===== config.mk =====
export PLATFORM = sky130hd
export DESIGN_NAME = rv_trace_buffer_flat
export DESIGN_NICKNAME = d
export VERILOG_FILES = /design/src/rtl/rv_trace_buffer_if.sv /design/src/rtl/rv_trace_buffer.sv /design/src/flat_wrapper.sv
export SDC_FILE = /design/constraint.sdc
export NUM_CORES = 1
export LEC_CHECK = 0
export BUFFER_PORTS_ARGS = -buffer_cell sky130_fd_sc_hd__buf_2
export CAP_MARGIN = 15
export CORE_MARGIN = 8
export CORE_UTILIZATION = 60
export CTS_CLUSTER_SIZE = 40
export DETAILED_ROUTE_END_ITERATION = 8
export GPL_TIMING_DRIVEN = 0
export PLACE_DENSITY = 0.9
export SYNTH_ARGS = -nofsm -noshare
export SYNTH_HDL_FRONTEND = slang
export SYNTH_SLANG_ARGS = --single-unit

===== constraint.sdc =====
create_clock -name clk_i -period 15.4 [get_ports clk_i]
set_clock_uncertainty 0.05 [all_clocks]
set_input_delay 0.77 -clock clk_i [delete_from_list [all_inputs] [get_ports clk_i]]
set_output_delay 0.77 -clock clk_i [all_outputs]
set_load 0.05 [all_outputs]

===== src/rtl/rv_trace_buffer_if.sv =====
// Trace buffer bundle: core capture inputs, head-entry stream and status.
// The slave modport is the buffer's view; the master modport is the driver/consumer side.
interface rv_trace_buffer_if #(
    parameter int unsigned Depth = 16
);
    localparam int unsigned Aw = $clog2(Depth);

    logic        cap_en;
    logic        trig_en;
    logic [31:0] trig_pc;
    logic [31:0] pc;
    logic [31:0] instr;
    logic [31:0] alu;
    logic        clr_ovf;
    logic        out_ready;
    logic        out_valid;
    logic [31:0] out_pc;
    logic [31:0] out_instr;
    logic [31:0] out_alu;
    logic [15:0] out_seq;
    logic [Aw:0] count;
    logic        full;
    logic        empty;
    logic        overflow;
    logic [15:0] drop_cnt;
    logic        stopped;

    modport slave (
        input  cap_en, trig_en, trig_pc, pc, instr, alu, clr_ovf, out_ready,
        output out_valid, out_pc, out_instr, out_alu, out_seq, count, full, empty,
        output overflow, drop_cnt, stopped
    );

    modport master (
        output cap_en, trig_en, trig_pc, pc, instr, alu, clr_ovf, out_ready,
        input  out_valid, out_pc, out_instr, out_alu, out_seq, count, full, empty,
        input  overflow, drop_cnt, stopped
    );
endinterface


===== src/rtl/rv_trace_buffer.sv =====
// Retired-instruction trace FIFO with run/stop-on-trigger control, sequence
// numbering of every capture attempt and a saturating drop counter.
module rv_trace_buffer #(
    parameter int unsigned Depth = 16,
    parameter int unsigned Aw    = $clog2(Depth)
) (
    input logic              clk_i,
    input logic              rst_ni,
    rv_trace_buffer_if.slave trace_io
);

    localparam logic [Aw:0] DepthCnt = (Aw + 1)'(Depth);

    typedef enum logic [1:0] {StIdle, StRun, StStopped} state_e;

    state_e          state_q, state_d;
    logic            attempt, trig_hit, pop, push, drop, out_valid;
    logic [Aw-1:0]   wptr_q, wptr_d, rptr_q, rptr_d;
    logic [Aw:0]     count_q, count_d;
    logic [15:0]     seq_q, seq_d, drop_cnt_q, drop_cnt_d;
    logic            overflow_q, overflow_d;

    logic [31:0]     pc_mem_q    [Depth];
    logic [31:0]     instr_mem_q [Depth];
    logic [31:0]     alu_mem_q   [Depth];
    logic [15:0]     seq_mem_q   [Depth];

    always_ff @(posedge clk_i) begin
        if (!rst_ni) begin
            state_q <= StIdle;
        end else begin
            state_q <= state_d;
        end
    end

    always_comb begin
        state_d = state_q;
        case (state_q)
            StIdle:    if (trace_io.cap_en) state_d = StRun;
            StRun: begin
                if (!trace_io.cap_en) begin
                    state_d = StIdle;
                end else if (trig_hit) begin
                    state_d = StStopped;
                end
            end
            StStopped: if (!trace_io.cap_en) state_d = StIdle;
            default:   state_d = StIdle;
        endcase
    end

    always_comb begin
        attempt          = (state_q == StRun) && trace_io.cap_en;
        trace_io.stopped = (state_q == StStopped);
    end

    assign trig_hit  = attempt && trace_io.trig_en && (trace_io.pc == trace_io.trig_pc);
    assign out_valid = (count_q != '0);

    always_comb begin
        pop        = out_valid && trace_io.out_ready;
        // A full buffer still accepts when the head leaves on the same edge.
        push       = attempt && ((count_q != DepthCnt) || pop);
        drop       = attempt && !push;
        wptr_d     = push ? wptr_q + 1'b1 : wptr_q;
        rptr_d     = pop ? rptr_q + 1'b1 : rptr_q;
        seq_d      = attempt ? seq_q + 16'd1 : seq_q;
        count_d    = count_q;
        case ({push, pop})
            2'b10:   count_d = count_q + 1'b1;
            2'b01:   count_d = count_q - 1'b1;
            default: count_d = count_q;
        endcase
        overflow_d = overflow_q;
        drop_cnt_d = drop_cnt_q;
        if (drop) begin
            overflow_d = 1'b1;
            if (trace_io.clr_ovf) begin
                drop_cnt_d = 16'd1;
            end else if (drop_cnt_q != 16'hFFFF) begin
                drop_cnt_d = drop_cnt_q + 16'd1;
            end
        end else if (trace_io.clr_ovf) begin
            overflow_d = 1'b0;
            drop_cnt_d = 16'd0;
        end
    end

    always_ff @(posedge clk_i) begin
        if (!rst_ni) begin
            wptr_q     <= '0;
            rptr_q     <= '0;
            count_q    <= '0;
            seq_q      <= '0;
            overflow_q <= 1'b0;
            drop_cnt_q <= '0;
        end else begin
            wptr_q     <= wptr_d;
            rptr_q     <= rptr_d;
            count_q    <= count_d;
            seq_q      <= seq_d;
            overflow_q <= overflow_d;
            drop_cnt_q <= drop_cnt_d;
        end
    end

    // Storage is left uninitialised; the pointers alone define what is valid.
    always_ff @(posedge clk_i) begin
        if (push) begin
            pc_mem_q[wptr_q]    <= trace_io.pc;
            instr_mem_q[wptr_q] <= trace_io.instr;
            alu_mem_q[wptr_q]   <= trace_io.alu;
            seq_mem_q[wptr_q]   <= seq_q;
        end
    end

    assign trace_io.out_valid = out_valid;
    assign trace_io.out_pc    = out_valid ? pc_mem_q[rptr_q] : '0;
    assign trace_io.out_instr = out_valid ? instr_mem_q[rptr_q] : '0;
    assign trace_io.out_alu   = out_valid ? alu_mem_q[rptr_q] : '0;
    assign trace_io.out_seq   = out_valid ? seq_mem_q[rptr_q] : '0;
    assign trace_io.count     = count_q;
    assign trace_io.full      = (count_q == DepthCnt);
    assign trace_io.empty     = !out_valid;
    assign trace_io.overflow  = overflow_q;
    assign trace_io.drop_cnt  = drop_cnt_q;

endmodule


===== src/flat_wrapper.sv =====
// flat-port wrapper written by rule: the top's interface ports become plain ports
module rv_trace_buffer_flat 
#(
    parameter int unsigned Depth = 16,
    parameter int unsigned Aw    = $clog2(Depth)
)
  (clk_i, rst_ni, trace_io_cap_en, trace_io_trig_en, trace_io_trig_pc, trace_io_pc, trace_io_instr, trace_io_alu, trace_io_clr_ovf, trace_io_out_ready, trace_io_out_valid, trace_io_out_pc, trace_io_out_instr, trace_io_out_alu, trace_io_out_seq, trace_io_count, trace_io_full, trace_io_empty, trace_io_overflow, trace_io_drop_cnt, trace_io_stopped);
  rv_trace_buffer_if #(.Depth(Depth)) trace_io_i ();
  input logic clk_i;
  input logic rst_ni;
  input wire logic [$bits(trace_io_i.cap_en)-1:0] trace_io_cap_en;
  input wire logic [$bits(trace_io_i.trig_en)-1:0] trace_io_trig_en;
  input wire logic [$bits(trace_io_i.trig_pc)-1:0] trace_io_trig_pc;
  input wire logic [$bits(trace_io_i.pc)-1:0] trace_io_pc;
  input wire logic [$bits(trace_io_i.instr)-1:0] trace_io_instr;
  input wire logic [$bits(trace_io_i.alu)-1:0] trace_io_alu;
  input wire logic [$bits(trace_io_i.clr_ovf)-1:0] trace_io_clr_ovf;
  input wire logic [$bits(trace_io_i.out_ready)-1:0] trace_io_out_ready;
  output wire logic [$bits(trace_io_i.out_valid)-1:0] trace_io_out_valid;
  output wire logic [$bits(trace_io_i.out_pc)-1:0] trace_io_out_pc;
  output wire logic [$bits(trace_io_i.out_instr)-1:0] trace_io_out_instr;
  output wire logic [$bits(trace_io_i.out_alu)-1:0] trace_io_out_alu;
  output wire logic [$bits(trace_io_i.out_seq)-1:0] trace_io_out_seq;
  output wire logic [$bits(trace_io_i.count)-1:0] trace_io_count;
  output wire logic [$bits(trace_io_i.full)-1:0] trace_io_full;
  output wire logic [$bits(trace_io_i.empty)-1:0] trace_io_empty;
  output wire logic [$bits(trace_io_i.overflow)-1:0] trace_io_overflow;
  output wire logic [$bits(trace_io_i.drop_cnt)-1:0] trace_io_drop_cnt;
  output wire logic [$bits(trace_io_i.stopped)-1:0] trace_io_stopped;
  assign trace_io_i.cap_en = trace_io_cap_en;
  assign trace_io_i.trig_en = trace_io_trig_en;
  assign trace_io_i.trig_pc = trace_io_trig_pc;
  assign trace_io_i.pc = trace_io_pc;
  assign trace_io_i.instr = trace_io_instr;
  assign trace_io_i.alu = trace_io_alu;
  assign trace_io_i.clr_ovf = trace_io_clr_ovf;
  assign trace_io_i.out_ready = trace_io_out_ready;
  assign trace_io_out_valid = trace_io_i.out_valid;
  assign trace_io_out_pc = trace_io_i.out_pc;
  assign trace_io_out_instr = trace_io_i.out_instr;
  assign trace_io_out_alu = trace_io_i.out_alu;
  assign trace_io_out_seq = trace_io_i.out_seq;
  assign trace_io_count = trace_io_i.count;
  assign trace_io_full = trace_io_i.full;
  assign trace_io_empty = trace_io_i.empty;
  assign trace_io_overflow = trace_io_i.overflow;
  assign trace_io_drop_cnt = trace_io_i.drop_cnt;
  assign trace_io_stopped = trace_io_i.stopped;
  rv_trace_buffer #(.Depth(Depth), .Aw(Aw)) u_core (.clk_i(clk_i), .rst_ni(rst_ni), .trace_io(trace_io_i));
endmodule

Word-level counts from Yosys, hierarchy flattened
Memories as Yosys holds them, arrays and structs flattened. A register that Yosys moved wholly into a read port is not among the register bits.
Cells that the tools add are included.

operators by class
  add/sub/neg operators = 6
  multiplexer cells = 26
  equal/unequal tests = 11
  reductions and logical operators = 16

operators with widths
  cell                     number
  $mux W32                 3
  $mux W16                 5
  $add A16 B1 Y16 const B  2
  $eq A32 B32 Y1           1
  $mux W4                  8
  $ne A16 B16 Y1 const B   1
  $pmux W5 S2              1
  $add A4 B1 Y4 const B    2
  $mux W2                  4
  $logic_and A1 B1 Y1      6
  $pmux W2 S3              1
  $reduce_bool A2 Y1       3
  $add A5 B1 Y5 const B    1
  $eq A5 B5 Y1 const B     1
  $ne A5 B5 Y1 const B     1
  $reduce_bool A5 Y1       1
  $sub A5 B1 Y5 const B    1
  $eq A2 B1 Y1 const B     2
  $eq A2 B2 Y1 const B     2
  $mux W1                  4
  $ne A2 B2 Y1 const B     2
  $ne A3 B2 Y1 const B     1
  $reduce_and A3 Y1        1
  $logic_not A1 Y1         2
  3 further kinds          3

word-level totals
  input bits = 134
  bits in registers = 48
  memory bits (writable) = 1792
  memories kept = 4
  logic and storage cells = 70

memory list
  memory              depth  bits a word  rd ports  clocked after memory_dff  write ports  RTL line               source
  u_core.alu_mem_q    16     32           1         1                         1            rv_trace_buffer.sv:25  logic [31:0] alu_mem_q [Depth];
  u_core.instr_mem_q  16     32           1         1                         1            rv_trace_buffer.sv:24  logic [31:0] instr_mem_q [Depth];
  u_core.pc_mem_q     16     32           1         1                         1            rv_trace_buffer.sv:23  logic [31:0] pc_mem_q [Depth];
  u_core.seq_mem_q    16     16           1         1                         1            rv_trace_buffer.sv:26  logic [15:0] seq_mem_q [Depth];

Longest topological paths before layout
  depth in word-level cells = 8
  mapped depth = 11
  depth with buffers taken out = 10

Least setup slack after synthesis
OpenSTA, ideal clock, no wires.

  kind = input -> register
  from = input port trace_io_cap_en
  to = memory u_core.alu_mem_q[3][0], enable pin
  arrival = 9.166 ns
  stages = 4
  setup slack = 5.465 ns
  library setup time = 0.719 ns
  buffers on the path = 0
  cell sequence = nand3b_1 -> a21oi_1 -> nand2_1 -> nor3_1

on the way
  cells in the longest elaborated chain, start to end = 4

RTL lines
  item                           RTL line                source
  start, declared                flat_wrapper.sv:11      input wire logic [$bits(trace_io_i.cap_en)-1:0] trace_io_cap_en;
  $logic_and A1 B1 Y1            rv_trace_buffer.sv:53   attempt = (state_q == StRun) && trace_io.cap_en;
  $logic_and A1 B1 Y1            rv_trace_buffer.sv:63   push = attempt && ((count_q != DepthCnt) || pop);
  $mux W1                        rv_trace_buffer.sv:109  if (push) begin
  $mux W1 (not written as such)  rv_trace_buffer.sv:112  alu_mem_q[wptr_q] <= trace_io.alu;
  end, declared                  rv_trace_buffer.sv:25

Every way passes these cells.

==> results.md <==
| Parameter | Value | Unit |
| --- | --- | --- |
| Outcome | finished, final reports clean | - |
| Dpl cells | 4883 | - |
| Post-CTS Setup Inserts | 0 | - |
| Post-route insts no fill | 5232 | - |
| First-pass GRT wire length | 290000 | µm |
| Post-CTS Resized | 0 | - |
| Initial antenna violation count | 36 | - |
| Most common cell after layout, fill and taps aside | sky130_fd_sc_hd__edfxtp_1 | - |
| Overall Global Routing Usage | 0.315 | - |
| Largest voltage drop on the vdd net | 0.121 | mV |
| Remaining Overflow, GRT | 0 | - |
| Final-layout setup total negative slack | 0 | ns |
| Latest clock arrival within the worst-skew pair | 0.79 | ns |
| P_int | 9210 | µW |
| Reg2Reg Launch Point | u_core.state_q[1] | - |
| Switching power total | 4630 | µW |
| Cells after Synth | 2953 | - |
| Busiest layer in global routing | met2 | - |
| Horizontal die dimension | 360 | µm |
| Starting density of the core | 0.603 | - |
| Global-route met1 utilization | 0.401 | - |
| DPL Wire Length | 116000 | µm |
| Clock Pin Slew Worst Setup and Hold Paths | 0.07 | ns |
| Reported max-cap violation count | 0 | - |
| Synth Net Count | 3098 | - |
| Placer congestion estimate | 0.800 | - |
| Total Wirelength | 216000 | µm |
| Count of endpoints failing hold in the final timing report | 0 | - |
| Max clock buf depth | 3 | - |
| Number of routed nets with antenna violations | 0 | - |
| Hold_buf cts | 0 | - |
| Share of power burned in the clock network | 0.311 | - |
| Unrepaired setup endpoints after global routing | false | - |
| Footprint of the multi-input gates | 15200 | µm² |
| Slew of the pin with the lowest slew margin | 1.35 | ns |
| Simple-gate portion of the synthesized area | 0.0220 | - |
| Post-synthesis cell area | 70900 | µm² |
| Clock buffers created by TritonCTS | 173 | - |
| Max Clk Rate | 180 | MHz |
| Clock tree from TritonCTS | yes | - |
| Die outline height | 360 | µm |
| Flip-flop and latch area | 54900 | µm² |
| Core Footprint | 118000 | µm² |
| Number of max-slew violations in the final report | 0 | - |
| Tightest Hold Check Type | primary input to flop | - |
| Commonest cells after routing, fill and taps aside | sky130_fd_sc_hd__edfxtp_1, sky130_fd_sc_hd__mux4_2, sky130_fd_sc_hd__buf_2, sky130_fd_sc_hd__clkbuf_16, sky130_fd_sc_hd__clkbuf_1 | - |
| Root Buffer | sky130_fd_sc_hd__clkbuf_16 | - |
| Startpoint Class | flop | - |
| Vias in the first global route | 38400 | - |
| Nets@finish | 3669 | - |
| Input/output buffers | 271 | - |
| Register area share after synthesis | 0.774 | - |
| Post-synth ARST share | 0 | - |
| Count of cells along the worst register-to-register path | 9 | - |
| Type of element capturing the critical path | output pin | - |
| Total I/O pin count | 272 | - |
| Data required time at the worst endpoint | 14.58 | ns |
| Standby leakage power | 0.0253 | µW |
| Seq pwr share | 0.401 | - |
| Row Count | 126 | - |
| Post-synthesis share of cell area spent on xor and xnor gates | 0.00729 | - |
| Reg-to-reg slack, setup | 11.38 | ns |
| Combinational Power Share | 0.289 | - |
| Part of the cycle the worst path needs | 0.360 | - |
| Final routed wire length divided by cell count | 41.2 | µm |
| Drt pass-1 iters | 7 | - |
| CTS Sinks | 1844 | - |
| EDFF count, synth | 1792 | - |
| Capture instance of the worst register-to-register path | u_core.alu_mem_q[2][22] | - |
| Post-Layout Inst Area | 81900 | µm² |
| Remaining design rule violation count | 0 | - |
| YS warnings | 0 | - |
| Post-synthesis mux area share | 0.178 | - |
| Seq cells post-synth | 1844 | - |
| Worst Path Arrival | 4.73 | ns |
| Setup Viol. Count Final | 0 | - |
| Netlist cell types | 50 | - |
| Capture point of the critical path | trace_io_out_pc[29] | - |
| Overall die area | 129000 | µm² |
| Adder-cell share of the synthesized area | 0.00205 | - |
| Area Overhead vs Synth | 15.6 | % |
| Final Total Pwr | 13800 | µW |
| Filler instances | 6259 | - |
| Synthesized area per cell | 24.0 | µm² |
| Switching part of the total power | 0.334 | - |
| Placement-stage cell area | 76300 | µm² |
| CP Max Fanout | 10 | - |
| Global-route track usage on met2 | 0.502 | - |
| Main combinational cell family by area after synthesis | multiplexers | - |
| Ratio of cells with drive above 1 in the final layout | 0.348 | - |
| Average vias per placed instance | 7.38 | - |
| Largest net degree at the start of global routing | 25 | - |
| Pwr dens | 169 | nW/µm² |
| Complex-gate fraction of the synthesized area | 0.00302 | - |
| DRC violation total after the first TritonRoute iteration | 6796 | - |
| End-of-flow core utilization | 0.697 | - |
| Routed via count | 38600 | - |
| CTS H-tree lvls | 4 | - |
| Headroom to the max-slew limit | 0.102 | - |
| GR Util met3 | 0.0889 | - |
| Ys flop type | sky130_fd_sc_hd__edfxtp_1 | - |
| Setup CP Type | flop to output pin | - |
| Clock period minus worst slack | 5.55 | ns |
layer usage:
| layer | vias up | share of wire |
|---|---|---|
| met2 | 4353 | 0.49 |
| met5 | - | 0.00032 |
| met3 | 812 | 0.14 |
| met4 | 12 | 0.063 |
| met1 | 19600 | 0.31 |
| li1 | 13800 | - |
cell usage after synthesis (7+ instances only):
cell / instances / share of area
sky130_fd_sc_hd__nor2_1: 57 / 0.0030
sky130_fd_sc_hd__o21ai_0: 7 / 0.00049
sky130_fd_sc_hd__xnor2_1: 26 / 0.0032
sky130_fd_sc_hd__ha_1: 10 / 0.0018
sky130_fd_sc_hd__nor3_1: 13 / 0.00092
sky130_fd_sc_hd__nor4_1: 9 / 0.00079
sky130_fd_sc_hd__xor2_1: 33 / 0.0041
sky130_fd_sc_hd__dfxtp_1: 52 / 0.015
sky130_fd_sc_hd__inv_1: 13 / 0.00069
sky130_fd_sc_hd__buf_2: 12 / 0.00085
sky130_fd_sc_hd__nand2_1: 24 / 0.0013
sky130_fd_sc_hd__a21oi_1: 11 / 0.00078
sky130_fd_sc_hd__nand4_1: 13 / 0.0011
sky130_fd_sc_hd__nand3_1: 17 / 0.0012
sky130_fd_sc_hd__buf_6: 47 / 0.0075
sky130_fd_sc_hd__and2_1: 114 / 0.010
sky130_fd_sc_hd__clkbuf_1: 87 / 0.0046
sky130_fd_sc_hd__edfxtp_1: 1792 / 0.76
sky130_fd_sc_hd__mux4_2: 560 / 0.18
area by class of cell:
type                            count  share of cell area
Antenna cell                       30            0.000916
Buffer                            149              0.0113
Clock buffer                      213              0.0562
Clock inverter                    104              0.0109
Inverter                           13            0.000596
Multi-Input combinational cell    947               0.185
Sequential cell                  1844               0.670
Tap cell                         1536              0.0235
Timing Repair Buffer              396              0.0417
critical path: stages, from the launching register on:
cell                       delay, ns
sky130_fd_sc_hd__dfxtp_1        0.32
sky130_fd_sc_hd__clkbuf_1       0.28
sky130_fd_sc_hd__clkbuf_1       1.03
sky130_fd_sc_hd__clkbuf_1       0.82
sky130_fd_sc_hd__mux4_2         0.47
sky130_fd_sc_hd__mux4_2         0.48
sky130_fd_sc_hd__and2_1         0.27
sky130_fd_sc_hd__buf_2          0.25
flip-flops by register name, summed over array words and instances (netlist names), 5 cells and up, named ones only:
| register | flops |
|---|---|
| u_core.instr_mem_q | 512 |
| u_core.seq_q | 16 |
| u_core.trace_io.drop_cnt | 16 |
| u_core.seq_mem_q | 256 |
| u_core.pc_mem_q | 512 |
| u_core.trace_io.count | 5 |
| u_core.alu_mem_q | 512 |
power groups by stage:
stage | registers (µW) | logic, µW | clock network (µW)
4_1_cts | 5540 | 3960 | 4250
6_report | 5540 | 4000 | 4300
3_5_place_dp | 5650 | 3860 | 0
3_3_place_gp | 5660 | 3760 | 0
5_1_grt | 5540 | 4110 | 4450
2_1_floorplan | 5670 | 2680 | 0
stage by stage:
stage                     worst slack (ns)  hold slack, ns
after floorplan                       5.46           0.392
after global routing                  9.86           0.223
final                                 9.85           0.220
after CTS                             9.89           0.165
after global placement               -4.42           0.403
after detailed placement             10.88           0.412
worst min path at each step:
stage | from | cells past startpoint | to
global placement | u_core.state_q[1] | 1 | u_core.state_q[0]
global route | trace_io_cap_en | 3 | u_core.state_q[0]
CTS | trace_io_cap_en | 3 | u_core.state_q[0]
detailed placement | u_core.state_q[1] | 1 | u_core.state_q[0]
finish | trace_io_cap_en | 3 | u_core.state_q[0]
floorplan | u_core.state_q[1] | 1 | u_core.state_q[0]
cells by family after synthesis:
| group | count (synthesis) |
|---|---|
| AO/OA/AOI/OAI | 34 |
| adder cells (fa/ha/maj) | 11 |
| flip-flops | 1844 |
| AND/OR/NAND/NOR | 281 |
| multiplexers | 562 |
| XOR/XNOR | 59 |
| buffers and inverters | 162 |
Note: power is estimated with default switching activity, not from simulation.
